### src/rtl/gcd_arbiter.sv
// Round-robin arbiter and sequencer sharing one GCD engine between NUM_REQ requesters.
// A watchdog aborts engine runs that exceed TIMEOUT cycles and reports them with timeout_err.
module gcd_arbiter #(
  parameter int NUM_REQ = 4,
  parameter int WIDTH   = 32,
  parameter int TIMEOUT = 1024,
  parameter int TW      = 16,
  localparam int IW     = (NUM_REQ > 1) ? $clog2(NUM_REQ) : 1
) (
  input  logic                     clk,
  input  logic                     reset,
  input  logic [NUM_REQ-1:0]       req,
  input  logic [NUM_REQ*WIDTH-1:0] op_a,
  input  logic [NUM_REQ*WIDTH-1:0] op_b,
  output logic [NUM_REQ-1:0]       ack,
  output logic [WIDTH-1:0]         result,
  output logic                     timeout_err,
  output logic                     busy,
  output logic [IW-1:0]            grant_id,
  output logic                     eng_start,
  output logic [WIDTH-1:0]         eng_dataa,
  output logic [WIDTH-1:0]         eng_datab,
  output logic                     eng_reset,
  input  logic                     eng_done,
  input  logic [WIDTH-1:0]         eng_result
);

  typedef enum logic [1:0] {S_IDLE, S_START, S_WAIT, S_RESP} state_e;

  state_e            state_q, state_d;
  logic [IW-1:0]     ptr_q;
  logic [IW-1:0]     grant_q;
  logic [WIDTH-1:0]  dataa_q, datab_q;
  logic [WIDTH-1:0]  result_q;
  logic              terr_q;
  logic              abort_q;
  logic [TW-1:0]     wdog_q;

  logic [IW-1:0]     pick;
  logic              any_req;
  logic              timeout_hit;
  int                idx;

  // Scan downward so the closest set bit above the pointer is the last one written.
  always_comb begin
    pick    = ptr_q;
    any_req = 1'b0;
    idx     = 0;
    for (int k = NUM_REQ; k >= 1; k--) begin
      idx = int'(ptr_q) + k;
      if (idx >= NUM_REQ) idx = idx - NUM_REQ;
      if (req[IW'(idx)]) begin
        pick    = IW'(idx);
        any_req = 1'b1;
      end
    end
  end

  assign timeout_hit = (TIMEOUT != 0) && (wdog_q == TW'(TIMEOUT - 1));

  always_ff @(posedge clk) begin
    if (reset) state_q <= S_IDLE;
    else       state_q <= state_d;
  end

  always_comb begin
    // NOTE: defaulting the next state to the current one keeps this block free of latches.
    state_d = state_q;
    case (state_q)
      S_IDLE:  if (any_req) state_d = S_START;
      S_START: state_d = S_WAIT;
      S_WAIT:  if (eng_done || timeout_hit) state_d = S_RESP;
      S_RESP:  state_d = S_IDLE;
      default: state_d = S_IDLE;
    endcase
  end

  always_comb begin
    ack       = '0;
    eng_start = 1'b0;
    busy      = (state_q != S_IDLE);
    if (state_q == S_RESP)  ack[grant_q] = 1'b1;
    if (state_q == S_START) eng_start = 1'b1;
  end

  always_ff @(posedge clk) begin
    if (reset) begin
      ptr_q    <= IW'(NUM_REQ - 1);
      grant_q  <= '0;
      dataa_q  <= '0;
      datab_q  <= '0;
      result_q <= '0;
      terr_q   <= 1'b0;
      abort_q  <= 1'b0;
      wdog_q   <= '0;
    end else begin
      abort_q <= 1'b0;
      case (state_q)
        S_IDLE: begin
          if (any_req) begin
            grant_q <= pick;
            dataa_q <= op_a[int'(pick)*WIDTH +: WIDTH];
            datab_q <= op_b[int'(pick)*WIDTH +: WIDTH];
          end
        end
        S_START: wdog_q <= '0;
        S_WAIT: begin
          if (eng_done) begin
            result_q <= eng_result;
            terr_q   <= 1'b0;
          end else if (timeout_hit) begin
            result_q <= '0;
            terr_q   <= 1'b1;
            abort_q  <= 1'b1;
          end else begin
            wdog_q <= wdog_q + TW'(1);
          end
        end
        S_RESP:  ptr_q <= grant_q;
        default: ;
      endcase
    end
  end

  // The abort pulse is registered so the engine is cleared during the RESP cycle only.
  assign eng_reset   = reset | abort_q;
  assign result      = result_q;
  assign timeout_err = terr_q;
  assign grant_id    = grant_q;
  assign eng_dataa   = dataa_q;
  assign eng_datab   = datab_q;

endmodule

### config.mk
export PLATFORM = sky130hd
export DESIGN_NAME = gcd_arbiter
export DESIGN_NICKNAME = d
export VERILOG_FILES = /design/src/rtl/gcd_arbiter.sv
export SDC_FILE = /design/constraint.sdc
export NUM_CORES = 1
export LEC_CHECK = 0
export ABC_CLOCK_PERIOD_IN_PS = 5700
export BUFFER_PORTS_ARGS = -buffer_cell sky130_fd_sc_hd__buf_2
export CAP_MARGIN = 20
export CORE_AREA = 2 2 155 157
export DETAILED_ROUTE_END_ITERATION = 7
export DIE_AREA = 0 0 157 159
export HOLD_SLACK_MARGIN = 0.06
export PLACE_DENSITY = 0.62
export SLEW_MARGIN = 10
export SYNTH_ARGS = -nofsm -noshare
export SYNTH_HDL_FRONTEND = slang
export SYNTH_SLANG_ARGS = --single-unit
### constraint.sdc
create_clock -name clk -period 5.7 [get_ports clk]
set_input_delay 1.14 -clock clk [delete_from_list [all_inputs] [get_ports clk]]
set_output_delay 1.14 -clock clk [all_outputs]
set_load 0.01 [all_outputs]
== Word-level counts from Yosys, hierarchy flattened ==
Cells that the tools add are included.

* Reductions and logical operators: 11
* Equality and inequality tests: 8
* Bitwise gates (word level): 2
* $lt $le $gt $ge: 10
* Mux-type cells: 39
* Add/subtract/negate cells: 9
* Shifts and indexed selects: 2

{| class="wikitable"
|+ Operators with widths
! operator !! count
|-
| 128-bit by 8-bit variable part select with 32-bit output || 2
|-
| 32-bit 2-to-1 mux || 2
|-
| 16-bit 2-to-1 mux || 2
|-
| 16-bit case mux with 2 select lines || 1
|-
| 2-bit 2-to-1 mux || 10
|-
| 1-bit 2-to-1 mux || 17
|-
| 16-bit by 1-bit adder with 16-bit output, second input constant || 1
|-
| 16-bit by 10-bit == test with 1-bit output, second input constant || 1
|-
| 2-bit by 4-bit < comparator with 1-bit output, second input constant || 4
|-
| 3-bit greater-or-equal comparator, second input constant || 3
|-
| 1-bit binary-select mux with 2-bit select || 4
|-
| 2-bit != test, second input constant || 4
|-
| 2-bit case mux with 4 select lines || 1
|-
| 2-bit by 1-bit subtractor with 2-bit output, second input constant || 4
|-
| 2-bit by 2-bit adder with 3-bit output, second input constant || 2
|-
| 2-bit AND reduction || 3
|-
| 2-bit nonzero test || 3
|-
| 2-bit by 3-bit adder with 4-bit output, second input constant || 1
|-
| 2-bit == test, second input constant || 2
|-
| 4-bit by 3-bit greater-or-equal comparator with 1-bit output, second input constant || 1
|-
| 4-bit 2-to-1 mux || 1
|-
| 2-bit by 1-bit adder with 3-bit output, second input constant || 1
|-
| 2-bit by 3-bit < comparator with 1-bit output, second input constant || 1
|-
| 3-bit AND reduction || 1
|-
| other kinds (9) || 9
|}

* Bits of input ports: 295
* Word-level logic and storage cells: 90
* Bits in registers: 120
* Output and inout port bits: 106

== Logic depth before layout (Yosys ltp) ==
Gate-level depths: netlist of run 1.

* Depth in word-level cells: 12
* Mapped depth: 8
* Gate-level depth less buffers: 7

== Worst setup path after synthesis of run 1 ==
Ideal clock, no wire load.

* Path kind: input port to output port
* From: in reset
* To: out eng_reset
* Buffers on the path: 2
* Cell stages on the path: 3
* Data required time: 4.560 ns
* Arrival: 1.843 ns
* Slack: 2.717 ns
* Path through: clkbuf_1 -> clkbuf_1 -> or2_2

* Cells in the longest elaborated chain, start to end: 1

{| class="wikitable"
|+ Ends and longest elaborated chain
! what !! RTL line !! text
|-
| start, declared || 11 || <nowiki>input logic reset,</nowiki>
|-
| 1-bit OR || 126 || <nowiki>assign eng_reset = reset | abort_q;</nowiki>
|-
| end, declared || 23 || <nowiki>output logic eng_reset,</nowiki>
|}

No other way between the ends.

== Worst setup path after layout of run 1 ==
* From: in req[3]
* To: reg datab_q[3], in the netlist eng_datab[3]

* Cells in the longest elaborated chain, start to end: 8
* Elaborated cells on any way between the ends: 22
* Classes of those cells: 1 x shift; 20 x mux; 1 x reduce/logical

{| class="wikitable"
|+ Ends and longest elaborated chain
! what !! RTL line !! text
|-
| start, declared || 12 || <nowiki>input logic [NUM_REQ-1:0] req,</nowiki>
|-
| 1-bit binary-select mux with 2-bit select || 52 || <nowiki>if (req[IW'(idx)]) begin</nowiki>
|-
| 1-bit 2-to-1 mux (implied by the code) (2 in a row) || 52 ||
|-
| 2-bit 2-to-1 mux or 1-bit 2-to-1 mux (tied branches) (4 in a row) || 52 ||
|-
| 128-bit by 8-bit variable part select with 32-bit output or 2-bit AND reduction (tied branches) || n/a ||
|-
| end signal, assigned || 103 || <nowiki>datab_q <= op_b[int'(pick)*WIDTH +: WIDTH];</nowiki>
|-
| end, declared || 33 || <nowiki>logic [WIDTH-1:0] dataa_q, datab_q;</nowiki>
|}

Parallel ways exist; a longest one is shown, timed or not. The select of a mux whose other input is x is not followed.
A chain may end at the register's enable or synchronous reset.

==> results of run 1 <==
==> per-stage QoR <==
stage	worst slack (ps)	instances	hold WS [ps]
2_1_floorplan	2720	770	458
3_3_place_gp	1840	1423	452
3_5_place_dp	1820	1423	459
4_1_cts	2260	1454	469
5_1_grt	2210	1457	485
6_report	2390	1457	464
==> cells by family (layout without fill, tap and decap cells) <==
logic type	Yosys count	count (layout)
AO/OA/AOI/OAI	278	278
AND/OR/NAND/NOR	207	207
flip-flops	120	120
buffers and inverters	118	485
multiplexers	35	35
XOR/XNOR	7	7
adder cells (fa/ha/maj)	5	5
other	0	1
==> registers in the layout (all words and copies together), names as in the netlist <==
name and flops:
abort_q 1, state_q 2, eng_dataa 32, result 32, ptr_q 2, eng_datab 32, wdog_q 16, grant_id 2
timeout_err 1
==> synthesized netlist by cell type (18+ instances only) <==
library cell | count | area, um^2
a211oi_1 | 62 | 465
a211oi_2 | 48 | 601
a22o_1 | 32 | 280
a31oi_1 | 33 | 206
and3_1 | 70 | 438
buf_2 | 22 | 110
clkbuf_1 | 47 | 176
dfxtp_1 | 120 | 2400
inv_1 | 35 | 131
mux2i_1 | 34 | 340
nand2_1 | 21 | 78.8
nand3_1 | 52 | 260
nor2_1 | 18 | 67.6
o21ai_0 | 33 | 165
o31ai_1 | 24 | 180
==> worst max-delay path, delay by kind of cell <==
kind,cells,cell delay (ps)
buffers and inverters,3,1070
AOI/OAI and AO/OA,3,790
and+or+nand+nor,2,530
==> layout make-up <==
class | instances | share of cell area
diodes | 1 | 0.000258
multi-input cells | 532 | 0.414
well taps | 319 | 0.0411
inverters | 37 | 0.0143
clock inverters | 11 | 0.0115
repair buffers | 417 | 0.224
clock buffers | 20 | 0.0481
flip-flops and latches | 120 | 0.247
==> power breakdown <==
| group | total, uW | internal [uW] | switching [uW] |
|---|---|---|---|
| registers | 1210 | 1070 | 132 |
| logic | 1650 | 641 | 1000 |
| clock network | 1070 | 640 | 428 |
| total | 3920 | 2360 | 1560 |
==> final timing paths <==
kind	from	end	slack, ps	cells past startpoint
worst max register to register	ptr_q[0]	eng_datab[3]	2870	7
worst min-delay path	eng_datab[3]	eng_datab[3]	460	2
worst max-delay path	req[3]	eng_datab[3]	2390	8
worst min register to register	eng_datab[3]	eng_datab[3]	460	2
==> per-layer routing <==
metal	part of all wire	up-vias	global-route usage
met2	0.48	288	0.349
met4	0.015	2	0.0534
li1	-	3674	-
met3	0.068	31	0.0563
met1	0.44	3546	0.265
met5	0.00048	-	0
==> results.txt, run 1 <==
For this block, the via count after detailed routing is 7,541. The routability congestion estimate from global placement came out at around 0.87. In this run, the number of DRC markers left after iteration 0 of detailed routing was just over 500.

The leakage dissipation came out at around 0.0046 uW. For this run the aggregate overflow at the end of global routing stands at 0. Setup repair after global routing left no endpoint under its margin. The share of the core filled with cells came out at 0.419.

The maximum count of clock buffers along a single path is 2. The post-synthesis register bit count came out at 120. Summing all non-filler instances in the final layout gives an area of 9710 um^2. The smallest clock period supported by the final layout is computed as around 3300 ps. The register cell area after layout came out at around 2400 um^2. In the routed design, unresolved DRC markers number 0.

The I/O pin count came out at roughly 400. The peak supply drop is 0.178 mV. The arithmetic-cell share of the synthesized area counting full adders, half adders and majority gates is 0.00905.

Wires add up to roughly 27,000 um. Leaving out fill and tap cells, the most frequent cells in the layout are buf_2 (400), dfxtp_1 (120), and3_1 (69), a211oi_1 (62), nand3_1 (52). The final net count came out at 1,425. The maximum fanout along the worst path is 70. After floorplanning, the core was divided into 56 placement rows. The first-pass detailed-route iteration total is 5.

The compound-gate portion of the synthesized area came out at 0.333. The clock insertion delay at the later pin of the skew report came out at 410 ps. STA classifies the critical path endpoint as a flop. The wire-length estimate of the detail-placed layout is 19,000 um. The final clock period utilization by the worst path came out at 0.581.

Gates resized during post-CTS repair numbered 0. The proportion of synthesized chip area in sequential cells is 0.348. For this run, the top clock speed supported by timing is between 300 and 400 MHz.

The biggest cell delay along the critical path came out at between 500 and 600 ps. The layout overhead on the synthesized area is 40.5%. Among all flip-flop cells after synthesis, the most frequent one is dfxtp_1. In this run the power density over the cells is between 400 and 500 nW/um^2.

The die area came out at 25,000 um^2. The layout filler cell count is 2,372. Traced cell by cell, the critical path runs through buf_2 > nor2b_2 > o21ai_4 > buf_4 > nand2_2 > buf_4 > a211oi_1 > o31ai_1. The net count after synthesis is 1,070.

The number of post-CTS setup repair buffers is 0. After detailed routing, the number of vias per cell comes to 5.18. The count of input and output buffers came out at 400. After synthesis, the share of flip-flops with an asynchronous set or reset is 0. The number of clock buffers inserted by TritonCTS is 17. The number of different library cells in the post-synthesis netlist is 53. The area of placed instances came out at 9070 um^2.

In this run the tightest slew margin relative to its limit is 0.339. The count of clock tree sinks came out at 120. The mean area per synthesized cell came out at around 9.0 um^2. Clock tree synthesis selected as its root buffer the cell clkbuf_16. Yosys printed 0 warnings. The number of hold-repair buffers added at the cts stage came out at 0.

The required time of the critical path is slightly below 6000 ps. The run finished with clean final reports. The clock slew seen by the registers of the worst setup and hold paths came out at ~50 ps.

The clock tree from TritonCTS is yes. The largest clock skew in the final design is about 12 ps. The via count of the first global-routing pass came out at a little over 7,000. The post-synthesis simple-gate area fraction is 0.174. The remaining antenna violation count after routing is 0. The cell area that synthesis handed to floorplanning was ~7000 um^2. STA classifies the critical path startpoint as a primary input.

The wire length of the first global-routing pass is 40,800 um. The cell count after synthesis came out at 770. The endpoint arrival time on the critical path came out at about 3600 ps.

The pin count of the biggest net entering global routing came out at 72. In this run the worst hold path is classified as reg -> reg. The total power of the final layout is 3920 uW. The number of antenna violations at the first check in global routing came out at 2. The final number of setup-violating endpoints came out at 0. The path type of the worst setup path is in -> reg. The library cell used most frequently in the layout, excluding fill and tap cells, is buf_2.

After routing, the total negative slack on setup checks comes to 0 ps. The most numerous cell type found on the critical path is buf_4. The routed wirelength normalized by instance count came out at 18.6 um. The die span in x came out at ~160 um. Across the run, the number of max-cap violations was 0. The area used by multi-input combinational logic is approximately 4000 um^2. The ratio of cells with drive above 1 in the final layout is 0.464.

After synthesis, the largest family of logic cells by area is compound AO/OA/AOI/OAI gates. The area of the core region came out at about 23,000 um^2. The number of enable-type register cells in the synthesized netlist is 0. The die outline height came out at between 150 and 200 um.

The number of hold-slack violations in the final timing report came out at 0. The pin slew with the least headroom to its limit is approximately 990 ps. In this run the number of H-tree levels came out at 4.

The total count of max-transition violations in the final report is 0. The post-synthesis mux area share is 0.0509. The xor/xnor cell area share of the yosys netlist came out at 0.00887.

The effective utilization at floorplan came out at 0.298. The total track usage came out at 0.209. The library cell contributing the largest single delay on the critical path is a211oi_1.
Power figures use the tool's default switching activity.
==> run 2, diff against run 1 <==
==> config.mk (replaced) <==
export PLATFORM = sky130hd
export DESIGN_NAME = gcd_arbiter
export DESIGN_NICKNAME = d
export VERILOG_FILES = /design/src/rtl/gcd_arbiter.sv
export SDC_FILE = /design/constraint.sdc
export NUM_CORES = 1
export LEC_CHECK = 0
export ABC_AREA = 1
export ABC_CLOCK_PERIOD_IN_PS = 3250
export BUFFER_PORTS_ARGS = -buffer_cell sky130_fd_sc_hd__buf_2
export CAP_MARGIN = 20
export CORE_AREA = 2 2 156 158
export DETAILED_ROUTE_END_ITERATION = 7
export DIE_AREA = 0 0 158 160
export HOLD_SLACK_MARGIN = 0.06
export PLACE_DENSITY = 0.64
export SLEW_MARGIN = 10
export SYNTH_ARGS = -nofsm -noshare
export SYNTH_HDL_FRONTEND = slang
export SYNTH_SLANG_ARGS = --single-unit
==> constraint.sdc (replaced) <==
create_clock -name clk -period 3.25 [get_ports clk]
set_input_delay 0.65 -clock clk [delete_from_list [all_inputs] [get_ports clk]]
set_output_delay 0.65 -clock clk [all_outputs]
set_load 0.01 [all_outputs]
==> run 2 against run 1 <==
Net effect:
- sequential cell count is the same
- hold slack lost 27 ps
- clock-buffer cell count shrank 3
- critical endpoint is now eng_datab[0]
- sequential share of layout area shrank 1.5 points
- highest routed layer is now met4
- utilization grew 1.6 points
==> results.txt, run 2 <==
The die area was 25,300 um^2 (+1.3%). The count of cells resized by post-cts repair came to 0 (unchanged). The number of hold-repair buffers added at the cts stage came out at 0 (unchanged).

The yosys synthesis warning count came out at 0 (unchanged). The number of clock buffers inserted by TritonCTS is 17 (unchanged). The worst hold path cell count is 2 (unchanged). The total count of max-transition violations in the final report is 0 (unchanged). The register cell area after layout is 2400 um^2 (unchanged).

The ratio of routed vias to standard cells is 4.61 (-11%). The final routed wirelength across all metal layers was 27,600 um (+1.9%). The setup total negative slack came to 0 ps (unchanged).

The die outline height came out at 160 um (+0.63%). The filler-free cell count of the finished design came to 2,007 (+38%). The effective utilization at floorplan came to 0.316 (+0.0177). The number of post-CTS setup repair buffers is 0 (unchanged). In this design, the largest share of critical-path delay is due to simple AND/OR/NAND/NOR gates. The share of the synthesized area in the top cell type came out at 0.320 (-0.0282).

By count the netlist is led by nand2_1 (400), nand3_1 (226), inv_1 (207). The clock slew seen by the registers of the worst setup and hold paths came out at 60 ps (about the same). The number of enable-type register cells in the synthesized netlist is 0 (unchanged). The routability congestion estimate from global placement is 0.874 (+1.0%). The tree is rooted in a clkbuf_16.

The final clock period utilization by the worst path is 0.801. The final number of setup-violating endpoints was 0 (unchanged). The total via count in the routed design came to 9,261 (+23%). The normalized max-slew margin came out at 0.310 (-0.0284). The net count after synthesis is 1,612 (+51%). The tightest min-delay check is of the in -> reg type. The pin slew with the least headroom to its limit came out at 1030 ps (+43.7 ps). The number of different library cells in the post-synthesis netlist is 34 (-36%). The required time of the critical path came to 3560 ps (-2410 ps).

The wire length of the first global-routing pass came to 42,300 um (+3.6%). The logic depth of the worst path, buffers included was 14 (+6). The flow ran to the end, and the final reports show no timing, DRC or antenna violations. The via count of the first global-routing pass was 8,384 (+16%). The leakage dissipation was 0.00595 uW (+30%).

The endpoint arrival time on the critical path came out at 2910 ps (-680 ps). The depth of the worst register-to-register path was 14 (+7). The category of the worst setup path capture point is a flop. The power density normalized to cell area is 879 nW/um^2 (+120%).

The share of the core filled with cells came out at 0.435 (+0.0161). Among all cell types in the netlist, the one instantiated most often is nand2_1. By area the synthesized netlist is led by dfxtp_1 (32%), nand2_1 (20%), nand3_1 (15%), inv_1 (10%), nor2_1 (7.7%). The routed wirelength normalized by instance count is 13.8 um (-26%).

The total track usage is 0.211 (+0.00266). The number of hold-slack violations in the final timing report is 0 (unchanged). In the layout the commonest cells are nand2_1 (399), buf_2 (399), nand3_1 (225), inv_1 (207), nor2_1 (154).

The sum of buffers and inverters on the critical path came out at 3 (unchanged). The mean area per synthesized cell is 5.73 um^2 (-36%). The number of antenna violations at the first check in global routing came out at 3 (+1).

The area of the core region is 23,800 um^2 (+2.7%). The biggest cell delay along the critical path came out at 600 ps (+50 ps). The largest clock skew in the final design is 10.1 ps (-2.34 ps). The cell accounting for the most synthesized area is dfxtp_1.

The detailed placement HPWL is 20,000 um (+4.8%). The layout overhead on the synthesized area is 37.7%. The die span in x was 158 um (+0.64%). The worst setup path is of the reg -> reg kind. The top achievable clock speed is about 380 MHz.

The proportion of synthesized flip-flops having asynchronous set or reset was 0 (unchanged). The peak supply drop came out at 0.619 mV (+250%). The reported max-cap violation count is 0 (unchanged). The number of placed cells counting well taps is 1,972 (+39%). STA classifies the critical path startpoint as a flop.

The maximum fanout along the worst path came out at 74 (+5.7%). The first-pass detailed-route iteration total came out at 5 (unchanged). The post-synth design cell area is 7520 um^2 (+8.8%). The number of core rows is 57 (+1.8%).

The pin count of the biggest net entering global routing came out at 103 (+43%). The count of input and output buffers came out at 400 (unchanged). The smallest clock period supported by the final layout is computed as 2600 ps. The ratio of cells with drive above 1 in the final layout came to 0.275 (-0.189). The remaining antenna violation count after routing was 0 (unchanged). The area used by multi-input combinational logic came out at 3940 um^2 (-2.0%).

The maximum count of clock buffers along a single path is 2 (unchanged). The clock insertion delay at the later pin of the skew report is 420 ps (about the same). The count of clock tree sinks is 120 (unchanged). The count of unresolved DRC violations after routing is 0 (unchanged). The cell count after synthesis came out at 1,312 (+70%). The post-synthesis register bit count came out at 120 (unchanged). The library cell contributing the largest single delay on the critical path is dfxtp_1.

The cell seen most often among critical-path stages is nand2_1. Setup repair after global routing left no endpoint under its margin. TritonCTS built the clock tree. The total congestion overflow came out at 0 (unchanged). For this run, the leading register cell type out of synthesis is dfxtp_1. The critical path goes through inv_6 > nand2_1 > nand2_1 > nand2_1 > nand2_1 > nand2_1 > nand2_1 > nand2_2 > buf_4 > nand3_1 > nand3_1 > nand3_1 > nand2_1 > inv_1. The proportion of synthesized chip area in sequential cells came out at 0.320 (-0.0282). The iteration-0 DRC count of the detailed router came to 517 (+2.6%). The I/O pin count is 401 (unchanged). The H-tree depth came to 4 (unchanged). The final net count is 1,967 (+38%). The layout filler cell count came out at 2,645 (+12%).
run 2: stage by stage:
| step | hold slack [ps] | setup slack, ps | power [uW] | cell area, um^2 |
|---|---|---|---|---|
| after global placement | 445 | 617 | 7040 | 9710 |
| after CTS | 417 | 688 | 9220 | 10300 |
| after global routing | 431 | 326 | 9880 | 10300 |
| final | 437 | 648 | 9090 | 10400 |
| after detailed placement | 450 | 620 | 7100 | 9710 |
| after floorplan | 447 | 1250 | 5580 | 7520 |
run 2: path summary, 6_finish.rpt:
| path | from | slack, ps | endpoint |
|---|---|---|---|
| worst min register to register | result[10] | 460 | result[10] |
| worst max-delay path | ptr_q[0] | 650 | eng_datab[0] |
| worst max register to register | ptr_q[0] | 650 | eng_datab[0] |
| worst min-delay path | eng_done | 440 | abort_q |
run 2: layout make-up:
| class | instances | area share |
|---|---|---|
| Clock inverter | 15 | 0.0198 |
| Sequential cell | 120 | 0.232 |
| Timing Repair Buffer | 414 | 0.209 |
| Multi-Input combinational cell | 899 | 0.380 |
| Clock buffer | 17 | 0.0411 |
| Tap cell | 324 | 0.0392 |
| Antenna cell | 3 | 0.000725 |
| Inverter | 215 | 0.0784 |
run 2: logic make-up after synthesis:
kind of cell	after synthesis	synth area share
AO/OA/AOI/OAI	89	0.0614
adder cells (fa/ha/maj)	5	0.00832
XOR/XNOR	4	0.00466
flip-flops	120	0.320
buffers and inverters	293	0.161
AND/OR/NAND/NOR	801	0.445
run 2: power by group:
| part | internal, uW | switching, uW |
|---|---|---|
| logic | 1670 | 3310 |
| registers | 1860 | 203 |
| clock network | 1240 | 812 |
run 2: metal layers:
metal  global-route usage  vias to the layer above  wire (um)
met5                    0                        -          0
met2                0.369                      366      13000
met4               0.0672                        0        710
li1                     -                     4740          -
met3               0.0597                       52       2310
met1                0.248                     4103      11600
